==> config.mk <==
export PLATFORM = sky130hd
export DESIGN_NAME = prime_serial_sequencer
export DESIGN_NICKNAME = d
export VERILOG_FILES = /design/src/rtl/prime_serial_sequencer.sv
export SDC_FILE = /design/constraint.sdc
export NUM_CORES = 1
export LEC_CHECK = 0
export BUFFER_PORTS_ARGS = -buffer_cell sky130_fd_sc_hd__buf_2
export CORE_MARGIN = 2
export CORE_UTILIZATION = 52
export CTS_CLUSTER_DIAMETER = 50
export DETAILED_ROUTE_END_ITERATION = 16
export PLACE_DENSITY_LB_ADDON = 0.3
export SYNTH_ARGS = -nofsm -noshare
export SYNTH_HDL_FRONTEND = slang
export SYNTH_SLANG_ARGS = --single-unit
export TNS_END_PERCENT = 10
==> constraint.sdc <==
create_clock -name clk -period 2.6 [get_ports clk]
set_input_delay 0.39 -clock clk [delete_from_list [all_inputs] [get_ports clk]]
set_output_delay 0.39 -clock clk [all_outputs]
set_load 0.01 [all_outputs]
==> src/rtl/prime_serial_sequencer.sv <==
// Serial front end for the 8-bit prime detector: clears the external mod-n
// checkers, shifts the candidate in MSB-first and turns their flags into a verdict.
module prime_serial_sequencer #(
  parameter int unsigned DATA_W     = 8,
  parameter logic [4:0]  CHECK_MASK = 5'b11111
) (
  input  logic              clk,
  input  logic              reset,
  input  logic              start,
  input  logic [DATA_W-1:0] data,
  input  logic              div3,
  input  logic              div5,
  input  logic              div7,
  input  logic              div11,
  input  logic              div13,
  output logic              chk_clr,
  output logic              ser_valid,
  output logic              ser_bit,
  output logic              busy,
  output logic              done,
  output logic              is_prime
);

  localparam int unsigned CNT_W = $clog2(DATA_W);

  typedef enum logic [2:0] {
    S_IDLE,
    S_CLR,
    S_SHIFT,
    S_SAMPLE,
    S_DONE
  } state_t;

  state_t            state_q, state_d;
  logic [DATA_W-1:0] data_q, data_d;
  logic [CNT_W-1:0]  cnt_q, cnt_d;
  logic              chk_clr_q, chk_clr_d;
  logic              ser_valid_q, ser_valid_d;
  logic              ser_bit_q, ser_bit_d;
  logic              busy_q, busy_d;
  logic              done_q, done_d;
  logic              is_prime_q, is_prime_d;
  logic [4:0]        flags;
  logic              verdict;

  assign flags = {div13, div11, div7, div5, div3} & CHECK_MASK;

  // Small primes are their own checker's multiple, so they bypass the flags.
  always_comb begin
    verdict = 1'b0;
    if (data_q < DATA_W'(2)) begin
      verdict = 1'b0;
    end else if (data_q inside {DATA_W'(2), DATA_W'(3), DATA_W'(5),
                                DATA_W'(7), DATA_W'(11), DATA_W'(13)}) begin
      verdict = 1'b1;
    end else if (!data_q[0]) begin
      verdict = 1'b0;
    end else begin
      verdict = (flags == '0);
    end
  end

  always_comb begin
    state_d    = state_q;
    data_d     = data_q;
    cnt_d      = cnt_q;
    is_prime_d = is_prime_q;
    case (state_q)
      S_IDLE, S_DONE: begin
        if (start) begin
          state_d    = S_CLR;
          data_d     = data;
          is_prime_d = 1'b0;
        end else begin
          state_d = S_IDLE;
        end
      end
      S_CLR: begin
        state_d = S_SHIFT;
        cnt_d   = CNT_W'(DATA_W - 1);
      end
      S_SHIFT: begin
        if (cnt_q == '0) begin
          state_d = S_SAMPLE;
        end else begin
          cnt_d = cnt_q - 1'b1;
        end
      end
      S_SAMPLE: begin
        state_d    = S_DONE;
        is_prime_d = verdict;
      end
      default: state_d = S_IDLE;
    endcase

    // Outputs are flops loaded from the next-state decode so they align with the state.
    chk_clr_d   = (state_d == S_CLR);
    ser_valid_d = (state_d == S_SHIFT);
    ser_bit_d   = (state_d == S_SHIFT) ? data_q[cnt_d] : 1'b0;
    busy_d      = (state_d == S_CLR) || (state_d == S_SHIFT) || (state_d == S_SAMPLE);
    done_d      = (state_d == S_DONE);
  end

  always_ff @(posedge clk or negedge reset) begin
    if (!reset) begin
      state_q     <= S_IDLE;
      data_q      <= '0;
      cnt_q       <= '0;
      chk_clr_q   <= 1'b0;
      ser_valid_q <= 1'b0;
      ser_bit_q   <= 1'b0;
      busy_q      <= 1'b0;
      done_q      <= 1'b0;
      is_prime_q  <= 1'b0;
    end else begin
      state_q     <= state_d;
      data_q      <= data_d;
      cnt_q       <= cnt_d;
      chk_clr_q   <= chk_clr_d;
      ser_valid_q <= ser_valid_d;
      ser_bit_q   <= ser_bit_d;
      busy_q      <= busy_d;
      done_q      <= done_d;
      is_prime_q  <= is_prime_d;
    end
  end

  assign chk_clr   = chk_clr_q;
  assign ser_valid = ser_valid_q;
  assign ser_bit   = ser_bit_q;
  assign busy      = busy_q;
  assign done      = done_q;
  assign is_prime  = is_prime_q;

endmodule

# Word level (Yosys, flattened, before mapping)
# Cells that the tools add are included.
[totals]
output_inout_bits = 6
register_bits = 20
elab_cells = 50
[op_classes]
order_cmp = 2
n_reduce_logical = 10
n_eq_ne = 15
muxes = 13
addsub = 1
[op_table]
columns = ["cell", "count"]
rows = [
  ["$eq A8 B2 Y1 const B", 2],
  ["$eq A8 B3 Y1 const B", 2],
  ["$eq A8 B4 Y1 const B", 2],
  ["$eq A3 B2 Y1 const B", 4],
  ["$pmux W3 S4", 1],
  ["$lt A8 B2 Y1 const B", 1],
  ["$mux W1", 7],
  ["$eq A3 B1 Y1 const B", 2],
  ["$eq A3 B3 Y1 const B", 2],
  ["$logic_not A3 Y1", 2],
  ["$mux W3", 2],
  ["$pmux W3 S2", 1],
  ["$reduce_bool A6 Y1", 1],
  ["$logic_not A5 Y1", 1],
  ["$lt A3 B4 Y1 const B", 1],
  ["$reduce_and A2 Y1", 2],
  ["$bmux W1 S3", 1],
  ["$sub A3 B1 Y3 const B", 1],
  ["$logic_or A1 B1 Y1", 2],
  ["$ne A2 B2 Y1 const B", 1],
  ["$pmux W1 S2", 1],
  ["$reduce_bool A2 Y1", 1],
  ["$reduce_or A2 Y1", 1],
]

# Depth between registers and ports, before layout
[logic_depth]
ltp_word = 6
mapped_depth = 8

# Worst setup path before layout
# No wires, ideal clock.
[synth_timing]
path_type = "register -> register"
start = "register cnt_q[0]"
end = "register ser_bit_q (netlist: ser_bit)"
synth_period_minus_slack_ps = 1916
slack_ps = 684
n_path_buf = 0
required_ps = 2506
arrival_time_ps = 1822
setup_time_ps = 94
stages_incl_launch_ff = 9
cell_sequence = "dfrtp_1 inv_1 ha_1 nor2b_1 and2b_4 a21oi_2 o22a_4 mux2_4 a211oi_1"
[synth_via]
elab_chain_len = 6
word_cells_on_any_way = 10
cone_classes = "add/sub: 1; eq/ne: 1; mux: 7; reduce/logical: 1"
[synth_lines]
columns = ["element", "line_no", "source"]
rows = [
  ["start, declared", "36", "logic [CNT_W-1:0] cnt_q, cnt_d;"],
  ["start signal, assigned", "118", "cnt_q <= cnt_d;"],
  ["$sub A3 B1 Y3 or $logic_not A3 Y1 (tied branches)", "86, 83", ""],
  ["$mux W3", "83", "if (cnt_q == '0) begin"],
  ["$pmux W3 S2 *", "68", "case (state_q)"],
  ["named net cnt_d[0]", "36", ""],
  ["$bmux W1 S3 *", "99", "ser_bit_d = (state_d == S_SHIFT) ? data_q[cnt_d] : 1'b0;"],
  ["$mux W1 (not written as such) *", "99", ""],
  ["$mux W1 *", "99", ""],
  ["named net ser_bit_d", "39", "logic ser_bit_q, ser_bit_d;"],
  ["end signal, assigned", "121", "ser_bit_q <= ser_bit_d;"],
  ["end, declared", "39", ""],
]
# The timed path passes the listed nets; every way through them passes the cells marked *. The select of a mux whose other input is x is not followed.
# A chain may end at the register's enable or synchronous reset.

# Worst setup path after layout
# Ends and elaborated chain as after synthesis.

==> results.yml <==
grt:
  grt_antenna_before_repair: 0
  grt.overflow.total: 0
  gr-usage-met3_pct: 2.264
  grt_max_degree: 21
  grt_pass1_wl_mm: 2.332
  grt_busiest_layer: "met2"
  grtUsageTotal_pct: 14.53
  grtUsageMet2_pct: 26.13
  grt_pass1_vias: 586
  grt_use_met1_pct: 17.59
place:
  place_area_sq_mm: 0.001121
  hpwl_mm: 1.192
  port_buffers: 21
  gp_congestion: 0.8099
power:
  finalPower_mw: 1.186
  power_density_mw_per_mm2: 1037
  vdd_drop_max_v: 0.0005529
  p_leak_nw: 0.5364
cells_and_area:
  final_cell_area_sq_mm: 0.001144
  multi_input_area_sq_um: 465.4
  fin_util_pct: 64.82
  fill_cells: 152
  regArea_sq_um: 500.5
  n_antenna_cell: 0
  drive_gt1_share_pct: 40.95
  final_nets: 125
  area_delta_synth_final_pct: 14.25
hold_path:
  hold_path_class: "in2async"
synth:
  avgSynthCellArea_sq_um: 12.06
  synth_top_family_by_area: "simple AND/OR/NAND/NOR gates"
  synthAdderAreaFrac_pct: 2.500
  synth-seq-area-share_pct: 50.00
  synth_cells: 83
  synth_async_sr_flop_share_pct: 100.0
  synth.area.mux_share_pct: 15.75
  yosys-top-cells-count: "dfrtp_1, mux2_2, nor2_1"
  post-synth-top-area-fraction_pct: 50.00
  yosys-top-cells-area: "dfrtp_1, mux2_2, mux2i_1"
  synth_edf_count: 0
  synth_compound_area_share_pct: 11.63
  ys_warn_count: 0
  ys_ff_latch: 20
  synth_xor_xnor_area_share_pct: 0
  synth_top_cell_by_area: "dfrtp_1"
  synth_ff_type: "dfrtp_1"
  synth-simple-area-share_pct: 16.63
  syn-num-nets: 101
  yosysUniqueCellTypes: 33
  synthMostInstantiatedCell: "dfrtp_1"
  syn_area_sq_mm: 0.001001
clock_network:
  cts_made_buffers: 3
  cts_max_level: 1
  clkTransAtPathRegs_ns: 0.10
  cts_hold_buffers: 0
  insertion_delay_ns: 0.28
  clock-sinks: 20
  cts_resized: 0
  cts_tree: "done"
  clockRootBuffer: "clkbuf_4"
  clock_path_buffers: 2
  post_cts_buffers: 0
die:
  start_util_pct: 56.74
  core_region_area_sq_mm: 0.001764
  io_pins: 22
  rows: 15
  die-area_sq_mm: 0.002292
  die_x_um: 47.88
  die_y_um: 47.88
route:
  drt-total-wl_mm: 1.505
  vias: 668
  drtPass1Iterations: 4
  ant_nets: 0
  via_per_inst: 5.138
  routedWlPerCell_um: 11.58
  detailedRoute.firstIterationViolations: 4
  drc: 0
sta:
  worst_clock_skew_ns: 0.003572
  hold_viol_final: 0
  period_share_pct: 80.02
  tightest_slew_ns: 0.4312
  rsz0062_at_grt: "no"
  min_period_ns: 2.080
  max_freq_mhz: 480.7
  final.setup.tns_ns: 0
  slew_violations: 0
  setup_viol: 0
  slew_headroom_pct: 71.25
flow_run:
  cap_violations: 0
setup_path:
  crit_path_max_fanout: 4
  required_ns: 2.79
  arrival_ns: 2.27
  r2r-start: "cnt_q[0]$_DFF_PN0_"
  cp-end-kind: "flip-flop"
  start_kind: "flip-flop"
  crit_start: "cnt_q[0]$_DFF_PN0_"
  crit_type: "reg2reg"
outcome:
  status: "completed"
[power by group]
group | internal, mW | switching, mW
Combinational | 0.289 | 0.208
Sequential | 0.437 | 0.117
Clock | 0.0537 | 0.0812
Total | 0.779 | 0.407
[cells by family (layout without fill, tap and decap cells)]
logic type                 Yosys count  in the layout
DFF                                 20             20
AOI/OAI and AO/OA                   16             16
adders and majority gates            2              2
muxes                               14             14
buffers and inverters                6             28
and+or+nand+nor                     25             25
[critical path, cell delays in order, from the launching register on]
cell,delay [ns]
dfrtp_1,0.44
inv_1,0.09
ha_1,0.16
nor2b_1,0.24
and2b_4,0.23
a21oi_2,0.14
o22a_4,0.17
mux2_4,0.29
a211oi_1,0.24
[cells in the final DEF, fill, tap and decap left out]
| cell type | n |
|---|---|
| or2b_1 | 1 |
| nor3b_2 | 1 |
| or2_2 | 1 |
| and2b_1 | 1 |
| o21a_1 | 1 |
| o22a_1 | 1 |
| inv_1 | 3 |
| buf_4 | 1 |
| and2_1 | 3 |
| a21oi_1 | 4 |
| o21ai_2 | 1 |
| a21oi_2 | 1 |
| nor2b_4 | 1 |
| nor2_1 | 6 |
| clkbuf_4 | 3 |
| ha_1 | 2 |
| and2b_4 | 1 |
| nand2b_1 | 1 |
| o22a_4 | 1 |
| nand3_1 | 1 |
| buf_2 | 21 |
| o31ai_1 | 1 |
| mux2_2 | 10 |
| nand3b_1 | 2 |
| dfrtp_1 | 20 |
| mux2_4 | 1 |
| a32o_1 | 1 |
| nor3b_1 | 3 |
| nor4_1 | 2 |
| nor2b_1 | 1 |
| a211oi_1 | 1 |
| mux2i_1 | 3 |
| o21ai_0 | 4 |
[layer usage]
metal / vias to the layer above / part of all wire (%)
met2: 10 / 53
met3: 2 / 2.8
li1: 340 / -
met1: 316 / 43
met4: 0 / 0.53
met5: - / 0
[cell type report]
class	count	area share (%)
Multi-Input combinational cell	57	40.70
Clock buffer	3	1.969
Inverter	3	0.9847
Sequential cell	20	43.76
Timing Repair Buffer	22	9.847
Tap cell	25	2.735
[sequential cells by signal, summed over array words and instances (netlist names)]
name / flops
busy: 1
chk_clr: 1
cnt_q: 3
data_q: 8
done: 1
is_prime: 1
ser_bit: 1
ser_valid: 1
state_q: 3
[through the flow]
step / instances / hold WS (ns) / setup slack, ns
global route: 130 / 0.05436 / 0.3424
finish: 130 / 0.03194 / 0.5195
global placement: 127 / 0.3502 / 0.6240
detailed placement: 127 / 0.3557 / 0.5234
CTS: 130 / 0.04029 / 0.4903
floorplan: 83 / 0.09441 / 0.6838
[worst paths after layout]
| kind | slack, ns | depth (start not counted) | end |
|---|---|---|---|
| worst max-delay path | 0.52 | 8 | ser_bit$_DFF_PN0_ |
| min in group clk | 0.33 | 2 | data_q[0]$_DFFE_PN0P_ |
| worst min register to register | 0.51 | 1 | is_prime$_DFFE_PN0P_ |
| worst max register to register | 0.52 | 8 | ser_bit$_DFF_PN0_ |
| max in group asynchronous | 2.27 | 1 | cnt_q[2]$_DFF_PN0_ |
| worst min-delay path | 0.03 | 1 | data_q[1]$_DFFE_PN0P_ |
Power figures use the tool's default switching activity.
